--- config.mk ---
export PLATFORM = sky130hd
export DESIGN_NAME = qif_spike_monitor
export DESIGN_NICKNAME = d
export VERILOG_FILES = /design/src/rtl/qif_spike_monitor.sv
export SDC_FILE = /design/constraint.sdc
export NUM_CORES = 1
export LEC_CHECK = 0
export ABC_AREA = 1
export CAP_MARGIN = 20
export CORE_MARGIN = 2
export CORE_UTILIZATION = 52
export DETAILED_ROUTE_END_ITERATION = 8
export GPL_TIMING_DRIVEN = 0
export PLACE_DENSITY = 0.71
export SYNTH_ARGS = -nofsm -noshare
export SYNTH_HDL_FRONTEND = slang
export SYNTH_SLANG_ARGS = --single-unit
--- constraint.sdc ---
create_clock -name clk -period 3.3 [get_ports clk]
set_clock_uncertainty 0.2 [all_clocks]
set_input_delay 0.825 -clock clk [delete_from_list [all_inputs] [get_ports clk]]
set_output_delay 0.825 -clock clk [all_outputs]
set_load 0.1 [all_outputs]
--- src/rtl/qif_spike_monitor.sv ---
// Spike monitor for a QIF neuron stage: measures inter-spike intervals into a
// small FIFO and reports the spike count of each fixed-length rate window.
module qif_spike_monitor #(
  parameter int DEPTH       = 4,
  parameter int WINDOW_LOG2 = 8
) (
  input  logic       clk,
  input  logic       rst_n,
  input  logic       ena,
  input  logic       spike_in,
  output logic [7:0] isi_data,
  output logic       isi_valid,
  input  logic       isi_ready,
  output logic [7:0] rate,
  output logic       overflow
);

  localparam int PTR_W = (DEPTH > 1) ? $clog2(DEPTH) : 1;
  localparam logic [PTR_W:0] FULL_OCC = (PTR_W + 1)'(DEPTH);

  logic                   spike_q, spike_d;
  logic [7:0]             cnt_q, cnt_d;
  logic                   armed_q, armed_d;
  logic [WINDOW_LOG2-1:0] win_q, win_d;
  logic [7:0]             ev_cnt_q, ev_cnt_d;
  logic [7:0]             rate_q, rate_d;
  logic                   ovf_q, ovf_d;
  logic [PTR_W-1:0]       wr_ptr_q, wr_ptr_d;
  logic [PTR_W-1:0]       rd_ptr_q, rd_ptr_d;
  logic [PTR_W:0]         occ_q, occ_d;
  logic [7:0]             mem_q [DEPTH];
  logic [7:0]             mem_d [DEPTH];

  logic       spike_event;
  logic [7:0] cnt_inc;
  logic [7:0] ev_total;
  logic       push;
  logic       pop;
  logic       full;
  logic       do_write;
  logic       drop;

  assign spike_event = ena & spike_in & ~spike_q;
  assign cnt_inc     = (cnt_q == 8'hFF) ? 8'hFF : cnt_q + 8'd1;
  assign ev_total    = spike_event ? ((ev_cnt_q == 8'hFF) ? 8'hFF : ev_cnt_q + 8'd1)
                                   : ev_cnt_q;
  assign push        = spike_event & armed_q;
  assign pop         = isi_valid & isi_ready;
  assign full        = (occ_q == FULL_OCC);
  // A push into a full FIFO survives only if the head leaves in the same cycle.
  assign do_write    = push & (~full | pop);
  assign drop        = push & full & ~pop;

  assign isi_valid = (occ_q != '0);
  assign isi_data  = mem_q[rd_ptr_q];
  assign rate      = rate_q;
  assign overflow  = ovf_q;

  always_comb begin
    spike_d  = spike_q;
    cnt_d    = cnt_q;
    armed_d  = armed_q;
    win_d    = win_q;
    ev_cnt_d = ev_cnt_q;
    rate_d   = rate_q;
    ovf_d    = ovf_q | drop;
    if (ena) begin
      spike_d = spike_in;
      win_d   = win_q + WINDOW_LOG2'(1);
      if (spike_event) begin
        cnt_d   = 8'd0;
        armed_d = 1'b1;
      end else begin
        cnt_d = cnt_inc;
      end
      if (&win_q) begin
        rate_d   = ev_total;
        ev_cnt_d = 8'd0;
      end else begin
        ev_cnt_d = ev_total;
      end
    end
  end

  always_comb begin
    mem_d    = mem_q;
    wr_ptr_d = wr_ptr_q;
    rd_ptr_d = rd_ptr_q;
    occ_d    = occ_q;
    if (do_write) begin
      mem_d[wr_ptr_q] = cnt_inc;
      wr_ptr_d        = wr_ptr_q + PTR_W'(1);
    end
    if (pop) begin
      rd_ptr_d = rd_ptr_q + PTR_W'(1);
    end
    case ({do_write, pop})
      2'b10:   occ_d = occ_q + (PTR_W + 1)'(1);
      2'b01:   occ_d = occ_q - (PTR_W + 1)'(1);
      default: occ_d = occ_q;
    endcase
  end

  always_ff @(posedge clk or negedge rst_n) begin
    if (!rst_n) begin
      spike_q  <= 1'b0;
      cnt_q    <= 8'd0;
      armed_q  <= 1'b0;
      win_q    <= '0;
      ev_cnt_q <= 8'd0;
      rate_q   <= 8'd0;
      ovf_q    <= 1'b0;
      wr_ptr_q <= '0;
      rd_ptr_q <= '0;
      occ_q    <= '0;
      for (int i = 0; i < DEPTH; i++) begin
        mem_q[i] <= 8'd0;
      end
    end else begin
      spike_q  <= spike_d;
      cnt_q    <= cnt_d;
      armed_q  <= armed_d;
      win_q    <= win_d;
      ev_cnt_q <= ev_cnt_d;
      rate_q   <= rate_d;
      ovf_q    <= ovf_d;
      wr_ptr_q <= wr_ptr_d;
      rd_ptr_q <= rd_ptr_d;
      occ_q    <= occ_d;
      mem_q    <= mem_d;
    end
  end

endmodule

After elaboration in Yosys (flattened, before gate mapping)
Index checks and enable logic that the tools add are counted.

Output and inout bits: 18. Logic and storage cells: 61. Register bits: 74. Input port bits: 5.

Bitwise logic cells: 14. Add/sub/neg operators: 7. Order comparisons: 3. Equality and inequality tests: 5. Multiplexer cells: 12. Reductions and logical operators: 6.

Operators by type and width (count): $mux 8 (8); $bwmux 32 (1); $add 8x1->8 const B (3); $bmux 8 s2 (1); $demux 8 s2 (1); $eq 8x8->1 const B (2); $reduce_and 9->1 (1); $reduce_and 8->1 (1); $and 1x1->1 (7); $ge 3x3->1 const B (2); $not 2->3 (2); $pmux 3 s2 (1); $add 2x1->2 const B (2); $add 3x1->3 const B (1); $eq 3x3->1 const B (1); $lt 3x1->1 const B (1); $not 1->1 (3); $reduce_bool 3->1 (1); $sub 3x1->3 const B (1); $eq 2x1->1 const B (1); $eq 2x2->1 const B (1); $or 1x1->1 (2); $reduce_and 2->1 (1); $reduce_bool 2->1 (1); $logic_and 1x1->1 (1).

Depth between registers and ports, before layout
Depth after elaboration: 6. Depth in mapped cells: 10. Mapped depth without buffers: 10.

Worst setup path before layout
Ideal clock, no wire load.

Path kind: flip-flop to output port. From: reg rd_ptr_q[0]. To: out isi_data[5]. Stages on the path, launching flop included: 6. Buffers on the path: 2. Slack: -182 ps. Arrival time: 2457 ps. Cells stage by stage: dfrtp_1 buf_2 inv_1 clkbuf_1 o21ai_0 o22ai_1.

Word-level cells in the longest chain between the ends: 4.

RTL lines: from (decl) (RTL line 29) `logic [PTR_W-1:0] rd_ptr_q, rd_ptr_d;`; from (signal assigned) (RTL line 128) `rd_ptr_q <= rd_ptr_d;`; $not 2->3 (implied by the code) (RTL line 55) `assign isi_data = mem_q[rd_ptr_q];`; $bmux 8 s2 (RTL line 55); $mux 8 (implied by the code) (2 in series) (RTL line 55); to (decl) (RTL line 11) `output logic [7:0] isi_data,`.

Every way passes these cells. The select of a mux whose other input is x is not followed.

Worst setup path in the final report
From: reg rd_ptr_q[0]. To: out isi_data[0].

Same word-level chain as after synthesis.

==> run summary <==
status - finished, final reports clean
Num CTS Buffers - 9
pre-CTS setup slack - -248 ps
Least-Margin Pin Slew - 966 ps
library cells used by synthesis - 31
Netlist Area Pre-Place - 0.00364 mm^2
Synth Flop Type - dfrtp_1
crit path capture type - output pin
max-cap viol count - 0
Global Route Usage Sum - 0.223
YS warnings - 0
Max Slew Vio Count - 0
number of enable flip-flop cells after synthesis - 0
Post-Syn Nets - 468
die area - 0.00769 mm^2
Final setup viols - 0
htree depth - 3
Hold Path Class - primary input to async pin
CTS tree - done
Worst Path Arrival - 2030 ps
Clock Power Share - 0.167
I/O pin count - 23
Final TNS setup - 0 ps
clock latency on the worst-skew pair - 340 ps
combinational fraction of design power - 0.466
period utilization - 0.926
Die Ht - 87.7 um
RSZ-0062 raised after global routing - false
Crit Path Class - flip-flop to output pin
share of flip-flops with an asynchronous set or reset - 1.00
sequential power share - 0.367
via count - 2,927
CTS Sinks - 74
P_leak - 0.00223 uW
reg2reg setup slack - 1160 ps
clock root buffer - clkbuf_8
register area share after synthesis - 0.509
initial antenna violation count - 0
slowest stage delay, CP - 450 ps
GPL Wtd Cong - 0.821
vias in the first global route - 2,970
cell area power density - 863 mW/mm^2
Post-Syn Instances - 454
final net count - 502
Initial Util - 0.536
Net Sw Frac - 0.486
most used cell, CP - buf_2
sw power - 1750 uW
WP data required - 2270 ps
Setup crit start kind - flip-flop
DRT Wirelength - 7510 um
postcts setup bufs - 0
Die Wd - 87.7 um
Max clock buf depth - 2
ant diodes - 0
Period minus WS final - 3060 ps
syn_area_per_cell - 8.02 um^2
Post-route DRC - 0
routed length per instance - 12.8 um
layout cell share with drive strength beyond 1 - 0.114
Area Overhead vs Synth - 14.7%
maximum clock frequency - 0.327 GHz
critical path, cell by cell - buf_2 -> inv_1 -> clkbuf_2 -> nor2_1 -> o22ai_2 -> buf_2
Slew headroom - 0.354
worst setup margin - 243 ps
DRT iter0 DRCs - 142
largest net degree at the start of global routing - 54
global route overflow - 0
Pre-Repair DR Iteration Count - 5
antenna-violating nets left - 0
Core Box Area - 0.00679 mm^2
post-DR vias/cell - 4.99
PortBufs - 22
Int Pwr - 1850 uW
Slowest cell on crit path - buf_2
Detailed Place HPWL - 5280 um
maximum VDD drop - 0.298 mV
Crit Path Max Fanout - 10
Fin. Hold Viols - 0
first-pass GRT wire length - 13,300 um
Clock transition at path regs - 70 ps
R2R depth - 9
post-synthesis register bit count - 74
Rows - 30
==> layout by cell type (no fill, tap or decap), types with 2 or more instances in the layout <==
cell type / synthesis / routed
o21bai_1: 2 / 2
nand2_4: 4 / 4
nor2_4: 2 / 2
dfrtp_1: 74 / 74
ha_1: 8 / 8
clkbuf_1: 3 / 3
nand4_1: 2 / 2
o21ai_0: 27 / 27
a21oi_1: 3 / 3
clkdlybuf4s50_1: 0 / 13
or2_2: 3 / 3
clkbuf_8: 0 / 10
clkinv_2: 4 / 6
xnor2_1: 3 / 3
nor2_1: 31 / 31
nand3_1: 30 / 30
buf_4: 1 / 2
xor2_1: 8 / 8
inv_1: 31 / 31
buf_2: 2 / 10
nand2_1: 197 / 197
o22ai_2: 0 / 8
==> power by group through the flow <==
stage / Clock, uW / Combinational, uW / Sequential (uW)
after floorplan: 0 / 1370 / 1340
after global placement: 0 / 1730 / 1320
after detailed placement: 0 / 1760 / 1330
after CTS: 616 / 1690 / 1320
after global routing: 661 / 1830 / 1350
final: 602 / 1680 / 1320
==> cell families (layout without fill, tap and decap cells) <==
kind of cell / after synthesis / count (layout) / share of synthesized area
adders and majority gates: 9 / 9 / 0.0330
DFF: 74 / 74 / 0.509
and+or+nand+nor: 274 / 274 / 0.319
xor gates and xnor gates: 11 / 11 / 0.0265
buffers and inverters: 43 / 80 / 0.0481
AOI/OAI and AO/OA: 43 / 43 / 0.0653
==> area by class of cell <==
cell class,instances,area [um^2]
clock inverters,3,17.5
flip-flops and latches,74,1850
repair buffers,23,205
well taps,96,120
fillers,635,2620
clock buffers,11,141
inverters,37,146
plain buffers,6,30.0
multi-input cells,337,1660
==> stage by stage <==
stage                     power [uW]  std cells   util  hold slack [ps]  area [um^2]
final                           3600        587  0.615              174         4180
after global routing            3840        587  0.615              176         4180
after CTS                       3630        587  0.615              177         4180
after detailed placement        3090        573  0.597              260         4060
after global placement          3060        572  0.593              256         4030
after floorplan                 2710        454      -              244         3690
==> final timing paths <==
path,startpoint,to
setup / recovery,rd_ptr_q[0]$_DFFE_PN0P_,isi_data[0]
hold / removal,rst_n,mem_q[1]$_DFFE_PN0P_
setup reg to reg,occ_q[1]$_DFFE_PN0P_,occ_q[2]$_DFFE_PN0P_
hold reg to reg,mem_q[11]$_DFFE_PN0P_,mem_q[11]$_DFFE_PN0P_
max in group asynchronous,rst_n,cnt_q[5]$_DFFE_PN0P_
min in group clk,mem_q[11]$_DFFE_PN0P_,mem_q[11]$_DFFE_PN0P_
==> sequential cells by signal, indices dropped and copies added, names as in the netlist <==
name,cells
win_q,8
cnt_q,8
rate,8
overflow,1
ev_cnt_q,8
rd_ptr_q,2
spike_q,1
mem_q,32
occ_q,3
armed_q,1
wr_ptr_q,2
==> synth_stat cells, drive strengths merged (4+ instances only) <==
| cell | number | share of area |
|---|---|---|
| nand2 | 201 | 0.22 |
| dfrtp | 74 | 0.51 |
| nor2 | 34 | 0.040 |
| inv | 33 | 0.035 |
| nand3 | 31 | 0.046 |
| o21ai | 29 | 0.041 |
| ha | 8 | 0.027 |
| o22ai | 8 | 0.014 |
| xor2 | 8 | 0.019 |
| clkinv | 4 | 0.0055 |
==> critical path: cells and delay by family, from the launching register on <==
family | cells | cell delay (ps)
simple gates | 1 | 80
flops | 1 | 360
compound gates | 1 | 170
buf+inv | 4 | 1080
==> timing repair <==
action / 4_1_cts / 5_1_grt
endpoints found under the setup margin: 8 / 8
hold buffers: 0 / 0
cloned: 0 / 0
gates resized for setup: 40 / 2
==> metal layers <==
metal	wire length, um	vias to the layer above	track usage
met5	0	-	0
met4	101	0	0.102
met3	287	9	0.0368
met2	3590	67	0.382
met1	3530	1357	0.277
li1	-	1494	-
(Power assumes the default switching activity.)
